--- config.mk ---
export PLATFORM = sky130hd
export DESIGN_NAME = spi_master_cmd
export DESIGN_NICKNAME = d
export VERILOG_FILES = /design/src/rtl/spi_pkg.sv /design/src/rtl/spi_clk_div.sv /design/src/rtl/spi_master_cmd.sv
export SDC_FILE = /design/constraint.sdc
export NUM_CORES = 1
export LEC_CHECK = 0
export CORE_MARGIN = 1.5
export CORE_UTILIZATION = 53
export CTS_CLUSTER_DIAMETER = 120
export CTS_CLUSTER_SIZE = 14
export DETAILED_ROUTE_END_ITERATION = 10
export GPL_ROUTABILITY_DRIVEN = 0
export MAX_ROUTING_LAYER = met4
export PLACE_DENSITY = 0.78
export SYNTH_ARGS = -nofsm -noshare
export SYNTH_HDL_FRONTEND = slang
export SYNTH_SLANG_ARGS = --single-unit
--- constraint.sdc ---
create_clock -name i_clk -period 2 [get_ports i_clk]
set_input_delay 0.4 -clock i_clk [delete_from_list [all_inputs] [get_ports i_clk]]
set_output_delay 0.4 -clock i_clk [all_outputs]
set_load 0.02 [all_outputs]
--- src/rtl/spi_pkg.sv ---
// spi_pkg: shared state encoding, command/response bytes and parameter limits for the SPI master
package spi_pkg;
  typedef enum logic [2:0] {IDLE, SETUP, SHIFT, WAIT_NEXT, HOLD, GAP} state_t;
  localparam int DIV_W = 8;
  localparam logic [7:0] CMD_DBG_A = 8'hAA;
  localparam logic [7:0] CMD_DBG_B = 8'h55;
  localparam logic [7:0] CMD_WHO_AM_I = 8'hF8;
  localparam logic [7:0] RSP_DBG_A = 8'h55;
  localparam logic [7:0] RSP_DBG_B = 8'hAA;
  localparam logic [7:0] RSP_WHO_AM_I = 8'h8F;
  localparam int CLK_DIV_MIN = 2;
  localparam int CLK_DIV_MAX = 255;
  localparam int CS_GAP_MIN = 1;
  localparam int CS_GAP_MAX = 255;
  function automatic logic [7:0] cmd_rsp(input logic [7:0] c);
    return c == CMD_DBG_A ? RSP_DBG_A : c == CMD_DBG_B ? RSP_DBG_B : c == CMD_WHO_AM_I ? RSP_WHO_AM_I : c;
  endfunction
endpackage

--- src/rtl/spi_clk_div.sv ---
// spi_clk_div: single-cycle tick every i_period cycles; held at zero while disabled so each state entry restarts it
module spi_clk_div
  import spi_pkg::*;
(
  input  logic             i_clk,
  input  logic             i_rst_n,
  input  logic             i_en,
  input  logic [DIV_W-1:0] i_period,
  output logic             o_tick
);
  logic [DIV_W-1:0] cnt;
  assign o_tick = i_en && cnt == i_period - DIV_W'(1);
  always_ff @(posedge i_clk)
    cnt <= (!i_rst_n || !i_en || o_tick) ? '0 : cnt + DIV_W'(1);
endmodule

--- src/rtl/spi_master_cmd.sv ---
// spi_master_cmd: SPI mode 0 MSB-first master with byte valid/ready handshake and CS held across multi-byte transactions
module spi_master_cmd
  import spi_pkg::*;
#(
  parameter int CLK_DIV = 4,
  parameter int CS_GAP = 4
) (
  input  logic       i_clk,
  input  logic       i_rst_n,
  input  logic       i_tx_valid,
  input  logic [7:0] i_tx_data,
  input  logic       i_tx_last,
  output logic       o_tx_ready,
  output logic       o_rx_valid,
  output logic [7:0] o_rx_data,
  output logic       o_busy,
  output logic       o_spi_m_sck,
  output logic       o_spi_m_cs_n,
  output logic       o_spi_m_mosi,
  input  logic       i_spi_m_miso
);
  state_t state;
  logic [7:0] tx_sr, rx_sr;
  logic [2:0] bit_cnt;
  logic last, tick, div_en, accept;
  logic [DIV_W-1:0] period;
  assign accept = i_tx_valid && o_tx_ready;
  assign div_en = state inside {SETUP, SHIFT, HOLD, GAP};
  assign period = state == GAP ? DIV_W'(CS_GAP) : DIV_W'(CLK_DIV);
  spi_clk_div u_div (
    .i_clk    (i_clk),
    .i_rst_n  (i_rst_n),
    .i_en     (div_en),
    .i_period (period),
    .o_tick   (tick)
  );
  // Each bit period is a low half then a high half; the period closes on the falling edge.
  always_ff @(posedge i_clk) begin
    if (!i_rst_n) begin
      state <= IDLE;
      o_spi_m_sck <= 1'b0;
      o_spi_m_cs_n <= 1'b1;
      o_spi_m_mosi <= 1'b0;
      o_rx_valid <= 1'b0;
      o_rx_data <= 8'h00;
      o_busy <= 1'b0;
      o_tx_ready <= 1'b1;
      tx_sr <= 8'h00;
      rx_sr <= 8'h00;
      bit_cnt <= 3'd0;
      last <= 1'b0;
    end else begin
      o_rx_valid <= 1'b0;
      case (state)
        IDLE, WAIT_NEXT: if (accept) begin
          state <= SETUP;
          tx_sr <= i_tx_data;
          last <= i_tx_last;
          o_spi_m_mosi <= i_tx_data[7];
          o_spi_m_cs_n <= 1'b0;
          bit_cnt <= 3'd7;
          o_tx_ready <= 1'b0;
          o_busy <= 1'b1;
        end
        SETUP: if (tick) state <= SHIFT;
        SHIFT: if (tick) begin
          if (!o_spi_m_sck) begin
            o_spi_m_sck <= 1'b1;
            rx_sr <= {rx_sr[6:0], i_spi_m_miso};
          end else begin
            o_spi_m_sck <= 1'b0;
            if (bit_cnt == 3'd0) begin
              o_rx_valid <= 1'b1;
              o_rx_data <= rx_sr;
              state <= last ? HOLD : WAIT_NEXT;
              o_tx_ready <= !last;
            end else begin
              bit_cnt <= bit_cnt - 3'd1;
              tx_sr <= {tx_sr[6:0], 1'b0};
              o_spi_m_mosi <= tx_sr[6];
            end
          end
        end
        HOLD: if (tick) begin
          state <= GAP;
          o_spi_m_cs_n <= 1'b1;
        end
        GAP: if (tick) begin
          state <= IDLE;
          o_busy <= 1'b0;
          o_tx_ready <= 1'b1;
        end
        default: state <= IDLE;
      endcase
    end
  end
endmodule

### Yosys cells after proc, flatten, opt, wreduce, memory -nomap -nowiden

Index checks and enable logic that the tools add are counted.

* register bits after elaboration: 44
* input port bits: 13
* logic and storage cells: 91

* add/subtract/negate cells: 2
* eq/ne operators: 14
* muxes and demuxes: 36
* bitwise operators: 1
* reductions and logical operators: 25

Operator list (number)
* 3-bit two-way mux: 12
* 7-bit two-way mux: 4
* 3-bit case mux with 5 select lines: 1
* 7-bit case mux with 2 select lines: 1
* 1-bit two-way mux: 13
* 2-bit by 1-bit != test with 1-bit output (second input constant): 5
* 3-bit AND reduction: 3
* 8-bit by 1-bit adder with 8-bit output (second input constant): 1
* 8-bit by 2-bit equality test with 1-bit output (second input constant): 1
* 4-bit AND reduction: 2
* 7-bit AND reduction: 1
* 3-bit by 2-bit equality test with 1-bit output (second input constant): 2
* 3-bit equality test (second input constant): 2
* 3-bit logical NOT: 2
* 2-bit != test (second input constant): 3
* 1-bit case mux with 2 select lines: 3
* 3-bit case mux with 2 select lines: 1
* 6-bit AND reduction: 1
* 2-bit nonzero test: 3
* 5-bit AND reduction: 1
* 2-bit AND reduction: 2
* 4-bit nonzero test: 1
* 3-bit by 1-bit equality test with 1-bit output (second input constant): 1
* 1-bit logical NOT: 3
* other kinds (7): 9

### Depth between registers and ports, before layout

Gate-level depths: netlist of the first run.

* depth after elaboration: 5
* gate-level depth with buffers: 8
* depth with buffers taken out: 7

### Modules after synthesis

Synthesis of the first run repeated with hierarchy kept, for this count alone.

* cell total of the unflattened synthesis: 257
* area total of the unflattened synthesis: 2298.5 um^2

By module, submodules not included
* spi_master_cmd: times used 1, cells each 190, area each 1717.9 um^2, sequential area each 720.7 um^2
* spi_clk_div: times used 1, cells each 67, area each 580.6 um^2, sequential area each 160.2 um^2

### Least setup slack after synthesis of the first run

OpenSTA, ideal clock, no wires.

* kind: reg2reg
* start: register u_div.cnt[0]
* end: register bit_cnt[2]
* data arrival time: 1.476 ns
* required time: 1.858 ns
* setup slack: 0.382 ns
* stages on the path, launching flop included: 7
* path buffers: 1
* cells stage by stage: dfxtp_1 -> ha_1 -> nor4b_4 -> nand3_2 -> o21ai_2 -> buf_4 -> a311oi_1

* cells in the longest elaborated chain, start to end: 4

Ends and longest elaborated chain
* start: declaration: line spi_clk_div.sv:11 `logic [DIV_W-1:0] cnt;`
* start signal: assignment: line spi_clk_div.sv:14 `cnt <= (!i_rst_n || !i_en || o_tick) ? '0 : cnt + DIV_W'(1);`
* 8-bit by 2-bit equality test with 1-bit output: line spi_clk_div.sv:12 `assign o_tick = i_en && cnt == i_period - DIV_W'(1);`
* 1-bit logical AND: line spi_clk_div.sv:12
* 2-bit by 1-bit != test with 1-bit output (no source line)
* 5-bit AND reduction (no source line)
* end signal: assignment: line spi_master_cmd.sv:78 `bit_cnt <= bit_cnt - 3'd1;`
* end: declaration: line spi_master_cmd.sv:24 `logic [2:0] bit_cnt;`

Every way passes these cells.
A chain may end at the register's enable or synchronous reset.

### Worst setup path in the final report of the first run

* start: register o_spi_m_sck
* end: output port o_spi_m_sck

RTL lines
* start: declaration: line spi_master_cmd.sv:17 `output logic o_spi_m_sck,`
* start signal: assignment: line spi_master_cmd.sv:41 `o_spi_m_sck <= 1'b0;`
* start signal: assignment: line spi_master_cmd.sv:68 `o_spi_m_sck <= 1'b1;`
* start signal: assignment: line spi_master_cmd.sv:71 `o_spi_m_sck <= 1'b0;`

No word-level cell between the ends.

==> results.toml, run 1 <==
[timing]
hold_viol_final = 0
setup_viol_count_final = 0
hold-worst-slack_ns = 0.474
worst_clock_skew_ns = 0.0132
slew_headroom = 0.674
tns_ns = 0
period_needed_ns = 1.90
worstMarginPinSlew_ns = 0.488
finalMaxSlewViolations = 0
max_clock_freq_ghz = 0.525
period_share = 0.952

[global_routing]
grt_pass1_wl_um = 6640
grtUsageTotal = 0.215
antenna_found_initial = 0
grt_pass1_vias = 1486
grt_max_degree = 22
grt_overflow_total = 0

[drt]
via_per_inst = 5.55
wl_um = 3990
drcViolationCount = 0
route.top_layer_used = "met4"
vias = 1566
drt_first_pass_iters = 4
first_iter_violations = 87
wl_per_cell_um = 14.2
met3_length_um = 91
drtAntennaViolNets = 0
met1_length_um = 1880
dr_wl_met2_um = 1980

[clock_tree]
worstSkewPairLatency_ns = 0.36
path_clk_slew_ns = 0.14
clockRootBuffer = "clkbuf_4"
clockBufferDepth = 2
htreeDepth = 2
cts_buffers = 5
cts_tree = "built"
cts_sinks = 44
cts_hold_buf = 0

[critical_path]
path_buf_inv = 1
crit_slowest_cell = "clkdlybuf4s50_1"
end_kind = "output pin"
critPathKind = "register to output pin"
reg2reg_slack_ns = 0.13
path_max_fanout = 6
critical-path-top-delay-family = "buffers and inverters"
start_kind = "register"
critPathArrivalTime_ns = 1.50
crit_path_start = "o_spi_m_sck$_SDFFE_PN0P_"
r2r-start = "u_div.cnt[0]$_SDFF_PP0_"
worstPathCellList = "clkdlybuf4s50_1"
max_stage_delay_ns = 0.66
worst_ep_required_time_ns = 1.60

[synth]
ys_top_cells_by_area = "dfxtp_1 (46%), mux2i_1 (8.3%), nand2_1 (3.3%)"
synth.most_common_cell = "dfxtp_1"
yosysWarnings = 0
syn_avg_cell_area_um2 = 9.53
synth_async_sr_flop_share = 0
synth_edf_count = 0
yosysSeqAreaShare = 0.457
yosysTopAreaCell = "dfxtp_1"
postSynthCellCount = 202
synth_fp_nets = 218
synth_top_area_frac = 0.457
synth-main-ff-cell = "dfxtp_1"
yosysUniqueCellTypes = 46
synth_common_cells = "dfxtp_1 (44), nand2_1 (17), mux2i_1 (16), nor2_1 (12)"
synth_area_mm2 = 0.00193
synth-seq-cells = 44

[min_path]
hold_start = "o_rx_data[0]$_SDFFE_PN0P_"
min_path_type = "register to register"

[place]
dp_hpwl_um = 2730
port_buffers = 26

[floorplanning]
start_util = 0.564
core.rowCount = 21
boundaryPins = 27
die_area_mm2 = 0.00400
die_w_um = 63.3
core_mm2 = 0.00342
die_h_um = 63.3

[layout]
antenna_cells = 0
syn_to_final_growth_pct = 22.7
fin_nets = 251
final_core_util = 0.692
fill_cells = 273
drive_gt1_frac = 0.127

[status]
outcome = "finished, final reports clean"

[flow_run]
cap_violations = 0

[power_and_ir_drop]
ir_worst_vdd_uv = 674
leakagePower_nw = 0.958
p_per_area_mw_per_mm2 = 723
==> area by class of cell <==
| class | count | area, µm² | share of cell area |
|---|---|---|---|
| clock buffer | 5 | 37.5 | 0.0159 |
| sequential | 44 | 881 | 0.373 |
| tap | 46 | 57.6 | 0.0244 |
| inverter | 5 | 18.8 | 0.00794 |
| timing repair buffer | 39 | 358 | 0.151 |
| multi-input combinational | 140 | 962 | 0.407 |
| clock inverter | 3 | 47.5 | 0.0201 |
==> where the power goes <==
part           internal, mW  leakage (nW)  switching [mW]
registers             0.911         0.358          0.0280
clock network         0.267        0.0454           0.311
logic                0.0998         0.555          0.0901
total                  1.28         0.958           0.429
==> registers in the layout, summed over array words and instances (netlist names) <==
name / count
bit_cnt: 3
last: 1
o_busy: 1
o_rx_data: 8
o_rx_valid: 1
o_spi_m_cs_n: 1
o_spi_m_mosi: 1
o_spi_m_sck: 1
o_tx_ready: 1
rx_sr: 8
state: 3
tx_sr: 7
u_div.cnt: 8
==> cells by family after synthesis <==
family,share of synthesized area
simple gates,0.207
flops,0.457
compound gates,0.153
buf+inv,0.0435
mux,0.0832
xor+xnor,0.0364
fa+ha+maj,0.0195
==> worst min-delay path, delay by kind of cell (launching register included) <==
kind,cells,cell delay [ns]
flops,1,0.34
compound gates,1,0.05
simple gates,1,0.06
==> worst paths after layout <==
kind / to / depth (start not counted)
min reg2reg: o_rx_data[0]$_SDFFE_PN0P_ / 2
min: o_rx_data[0]$_SDFFE_PN0P_ / 2
max: o_spi_m_sck / 1
max reg2reg: rx_sr[1]$_SDFFE_PN0P_ / 5
==> cell usage in the layout, fill, tap and decap left out, types with 5 or more instances in the layout <==
cell type / count
dfxtp_1: 44
clkdlybuf4s50_1: 26
nand2_1: 17
mux2i_1: 16
buf_4: 13
nor2_1: 12
o21ai_0: 10
nand3_1: 10
nor3_1: 10
a211oi_1: 7
inv_1: 5
o211a_1: 5
xor2_1: 5
clkbuf_4: 5
==> per-stage QoR <==
step / instance area, µm² / cells / setup slack [ns] / power (mW)
final: 2360 / 282 / 0.0963 / 1.71
after global routing: 2360 / 282 / -0.0185 / 1.78
after CTS: 2340 / 279 / 0.0474 / 1.71
after detailed placement: 2250 / 271 / 0.0700 / 1.14
after global placement: 2250 / 271 / 0.152 / 1.13
after floorplan: 1930 / 202 / 0.382 / 1.07
==> routing by layer <==
metal	GRT usage	vias up
met1	0.262	753
met5	-	-
met4	0.0707	0
li1	-	789
met3	0.0554	5
met2	0.351	19
==> timing repair <==
| action | 4_1_cts | 5_1_grt |
|---|---|---|
| buffers inserted | 0 | 3 |
| resized for setup | 0 | 1 |
| setup endpoints to repair | 0 | 25 |
No activity file was read; power rests on OpenSTA's default activity.
==> inputs of run 2 (changes only) <==
Settings changed: CORE_UTILIZATION 53 to 56, CTS_BUF_LIST from default to sky130_fd_sc_hd__clkbuf_8, PLACE_DENSITY 0.78 to 0.82.
==> run 2 against run 1 <==
  * Routed wire length down 2.6%
  * Clock skew decreased by 0.0061 ns
  * Sequential cell count unchanged
  * Setup slack improved by 0.064 ns
  * Sequential share of layout area fell by 0.29 points
  * Hold slack lost 0.0073 ns
  * Maximum frequency increased by 3.5%
  * Critical path type unchanged
==> results.toml, run 2 (synthesis gave the netlist of run 1 again) <==
[status]
outcome = "finished, final reports clean"

[critical_path]
start_kind = "register"
r2r-start = "u_div.cnt[0]$_SDFF_PP0_"
path_buf_inv = 1
reg2reg_depth = 5
worst_ep_required_time_ns = 1.60
crit_slowest_cell = "clkdlybuf4s50_1"
critPathKind = "register to output pin"
critical-path-top-delay-family = "buffers and inverters"
worstPathCellList = "clkdlybuf4s50_1"
max_stage_delay_ns = 0.66
end_kind = "output pin"
critPathArrivalTime_ns = 1.44
crit_path_start = "o_spi_m_sck$_SDFFE_PN0P_"
timing.rr.end = "bit_cnt[1]$_SDFFE_PN0P_"
reg2reg_slack_ns = 0.17
path_max_fanout = 6

[clock_tree]
cts_tree = "built"
cts_buffers = 5
path_clk_slew_ns = 0.08
clockBufferDepth = 2
worstSkewPairLatency_ns = 0.29
cts_sinks = 44
clockRootBuffer = "clkbuf_8"
htreeDepth = 2

[floorplanning]
core_mm2 = 0.00331
die_w_um = 61.6
die_h_um = 61.6
start_util = 0.582
core.rowCount = 21
boundaryPins = 27
die_area_mm2 = 0.00380

[drt]
first_iter_violations = 127
vias = 1562
wl_per_cell_um = 13.9
drcViolationCount = 0
wl_um = 3890
via_per_inst = 5.58
drt_first_pass_iters = 4
drtAntennaViolNets = 0

[min_path]
min_delay_path_depth = 2
holdPathEnd = "o_rx_data[6]$_SDFFE_PN0P_"
hold_start = "o_rx_data[6]$_SDFFE_PN0P_"
min_path_type = "register to register"

[place]
port_buffers = 26
dp_hpwl_um = 2760
dp_slack_ns = 0.0344

[timing]
fin_ws_ns = 0.160
max_clock_freq_ghz = 0.544
period_share = 0.920
period_needed_ns = 1.84
worst_clock_skew_ns = 0.00713
setup_viol_count_final = 0
rsz0062_at_grt = "true"
hold_viol_final = 0
slew_headroom = 0.677
finalMaxSlewViolations = 0
worstMarginPinSlew_ns = 0.485

[layout]
drive_gt1_frac = 0.120
final_core_util = 0.719
syn_to_final_growth_pct = 23.7
multiInputGateArea_um2 = 970
fin_nets = 249
antenna_cells = 0
reg.largest.list = "o_rx_data (8), rx_sr (8), u_div.cnt (8)"
most-common-layout-cells = "dfxtp_1 (44), clkdlybuf4s50_1 (26), nand2_1 (17)"
fill_cells = 275
final_common_cell = "dfxtp_1"
seqCellArea_um2 = 881

[flow_run]
cap_violations = 0

[global_routing]
grt_pass1_vias = 1424
grtUsageTotal = 0.232
grt_max_degree = 21
grt_pass1_wl_um = 6310
grt_overflow_total = 0
antenna_found_initial = 0

[power_and_ir_drop]
p_total_mw = 1.79
p_per_area_mw_per_mm2 = 752
ir_worst_vdd_uv = 635
leakagePower_nw = 0.958
[run 2: cell types whose count changed in the layout (fill, tap and decap cells not counted), sizes merged]
cell / previous run / this run
buf: 13 / 11
clkinv: 2 / 1
clkinvlp: 0 / 1
[run 2: worst max-delay path by stage]
stage | cells past startpoint | to
floorplan | 6 | bit_cnt[2]$_SDFFE_PN0P_
global placement | 5 | bit_cnt[1]$_SDFFE_PN0P_
detailed placement | 5 | bit_cnt[1]$_SDFFE_PN0P_
CTS | 5 | bit_cnt[1]$_SDFFE_PN0P_
global route | 5 | bit_cnt[1]$_SDFFE_PN0P_
finish | 1 | o_spi_m_sck
[run 2: power breakdown]
part	switching (mW)	leakage, nW	total [mW]	internal, mW
combinational	0.0890	0.546	0.183	0.0936
sequential	0.0266	0.358	0.937	0.910
clock	0.303	0.0541	0.672	0.370
total	0.418	0.958	1.79	1.37
[run 2: worst register-to-register path: stages (launching register included)]
cell      delay, ns
dfxtp_1        0.38
ha_1           0.22
nor4b_4        0.36
and4_2         0.44
nor3_1         0.07
a311oi_1       0.27
[run 2: cell type report]
type,count,share of cell area
clock buffers,5,0.0289
clock inverters,3,0.0179
inverters,5,0.00788
multi-input cells,140,0.407
flip-flops and latches,44,0.370
well taps,46,0.0242
repair buffers,37,0.144
[run 2: layer usage]
metal	GRT usage	vias up	wire length [µm]	share of wire
li1	-	785	-	-
met2	0.367	30	1950	0.50
met3	0.0504	5	126	0.032
met4	0.0547	0	39	0.010
met1	0.303	742	1770	0.46
met5	-	-	0	0
[run 2: what timing repair did]
item | 4_1_cts | 5_1_grt
buffers inserted | 0 | 1
gates resized for setup | 0 | 2
hold endpoints to repair | 0 | 0
endpoints found under the setup margin | 0 | 14
hold buffers | 0 | 0
[run 2: metrics by stage]
step / instance area [µm²] / hold slack, ns / cells / TNS (ns)
2_1_floorplan: 1930 / 0.426 / 202 / 0
3_3_place_gp: 2250 / 0.439 / 271 / 0
3_5_place_dp: 2250 / 0.454 / 271 / 0
4_1_cts: 2360 / 0.472 / 279 / 0
5_1_grt: 2380 / 0.493 / 280 / -0.0250
6_report: 2380 / 0.467 / 280 / 0
==> inputs of run 3 (changes only) <==
Settings changed: CORE_UTILIZATION 56 to 30, PLACE_DENSITY 0.82 to default.
==> run 3 against run 2 <==
  * Power is 1.9% higher
  * Routed wire length decreased by 0.26%
  * Register-to-register slack got worse by 0.02 ns
  * Critical path depth rose by 4
  * Sequential share of layout area down 0.65 points
  * First-iteration DRC count fell by 3.9%
  * Die area is 82% higher
  * Highest routed layer unchanged
  * Critical path type is now register to register
  * Non-clock buffer count grew 1
  * Setup slack worse by 0.0083 ns
  * Global-route usage fell by 11 points
  * Final cell count rose by 11%
  * Critical endpoint is now bit_cnt[2]$_SDFFE_PN0P_
==> results.toml, run 3 (synthesis gave the netlist of run 1 again) <==
[status]
outcome = "finished, final reports clean"

[layout]
final_cells = 312
syn_to_final_growth_pct = 25.9
design_area_mm2 = 0.00242
multiInputGateArea_um2 = 962
reg.largest.list = "o_rx_data (8), rx_sr (8), u_div.cnt (8)"
final_common_cell = "dfxtp_1"
drive_gt1_frac = 0.123
fill_cells = 637
seqCellArea_um2 = 881
fin_nets = 250
most-common-layout-cells = "dfxtp_1 (44), clkdlybuf4s50_1 (26), nand2_1 (17)"
antenna_cells = 0

[clock_tree]
clockRootBuffer = "clkbuf_8"
clockBufferDepth = 2
htreeDepth = 2
cts_resized = 0
cts_buffers = 5
cts_setup_buffers = 0
cts_sinks = 44
worstSkewPairLatency_ns = 0.30
path_clk_slew_ns = 0.09
cts_tree = "built"
cts_hold_buf = 0

[power_and_ir_drop]
ir_worst_vdd_uv = 356
leakagePower_nw = 0.962
p_per_area_mw_per_mm2 = 753

[drt]
wl_per_cell_um = 12.4
drcViolationCount = 0
first_iter_violations = 122
wl_um = 3880
vias = 1530
drt_first_pass_iters = 4
drtAntennaViolNets = 0
via_per_inst = 4.90

[critical_path]
start_kind = "register"
end_kind = "register"
path_max_fanout = 10
worst_ep_required_time_ns = 2.20
crit_slowest_cell = "and4_2"
critPathKind = "register to register"
path_buf_inv = 0
critical-path-top-delay-family = "simple AND/OR/NAND/NOR gates"
worstPathCellList = "ha_1 -> nor4b_4 -> and4_2 -> nor3_1 -> a311oi_1"
critPathArrivalTime_ns = 2.05
max_stage_delay_ns = 0.45

[timing]
rsz0062_at_grt = "false"
period_share = 0.924
finalMaxSlewViolations = 0
hold_viol_final = 0
tns_ns = 0
hold-worst-slack_ns = 0.467
slew_headroom = 0.592
max_clock_freq_ghz = 0.541
worstMarginPinSlew_ns = 0.610
setup_viol_count_final = 0
period_needed_ns = 1.85
worst_clock_skew_ns = 0.00997

[place]
port_buffers = 26
dp.cells = 304
place_area_mm2 = 0.00231
dp_hpwl_um = 2630

[global_routing]
antenna_found_initial = 0
grt_overflow_total = 0
grt_max_degree = 18
grt_pass1_vias = 1378
grt_pass1_wl_um = 6530
grtUsageTotal = 0.119

[floorplanning]
die_h_um = 83.1
die_area_mm2 = 0.00691
boundaryPins = 27
start_util = 0.307
die_w_um = 83.1
core.rowCount = 29
core_mm2 = 0.00628

[flow_run]
cap_violations = 0

[min_path]
min_path_type = "register to register"
## run 3: changes by cell type in the layout (fill, tap and decap cells not counted), sizes merged
| cell | before | now |
|---|---|---|
| buf | 11 | 12 |
| clkinv | 1 | 0 |
| inv | 5 | 6 |
## run 3: tightest hold or removal path, delay by kind of cell, from the launching register on
| kind | cells | cell delay, ns |
|---|---|---|
| AND/OR/NAND/NOR | 1 | 0.06 |
| flip-flops | 1 | 0.32 |
| AO/OA/AOI/OAI | 1 | 0.05 |
## run 3: final timing paths
| kind | start | to | slack (ns) | depth (start not counted) |
|---|---|---|---|---|
| min reg2reg | o_rx_data[5]$_SDFFE_PN0P_ | o_rx_data[5]$_SDFFE_PN0P_ | 0.47 | 2 |
| max | u_div.cnt[0]$_SDFF_PP0_ | bit_cnt[2]$_SDFFE_PN0P_ | 0.15 | 5 |
| max reg2reg | u_div.cnt[0]$_SDFF_PP0_ | bit_cnt[2]$_SDFFE_PN0P_ | 0.15 | 5 |
| min | o_rx_data[5]$_SDFFE_PN0P_ | o_rx_data[5]$_SDFFE_PN0P_ | 0.47 | 2 |
## run 3: metrics by stage
stage | setup WS (ns) | utilization | total power [mW]
final | 0.152 | 0.386 | 1.83
after detailed placement | 0.116 | 0.368 | 1.15
after global routing | 0.0167 | 0.386 | 1.91
after global placement | 0.140 | 0.368 | 1.15
after floorplan | 0.382 | - | 1.07
after CTS | 0.0757 | 0.386 | 1.85
## run 3: routing by layer
layer,part of all wire,global-route usage,vias up
met2,0.45,0.171,14
met5,0,-,-
li1,-,-,786
met4,0.015,0.0485,0
met3,0.024,0.0298,5
met1,0.51,0.160,725
## run 3: power breakdown
part           total (mW)  internal (mW)  switching, mW
clock               0.699          0.376          0.323
combinational       0.189          0.101         0.0886
sequential          0.937          0.910         0.0267
total                1.83           1.39          0.438
## run 3: area by class of cell
| type | instances | share of cell area |
|---|---|---|
| clock buffers | 5 | 0.0284 |
| multi-input cells | 140 | 0.397 |
| clock inverters | 3 | 0.0191 |
| repair buffers | 38 | 0.145 |
| inverters | 5 | 0.00774 |
| well taps | 77 | 0.0398 |
| flip-flops and latches | 44 | 0.363 |
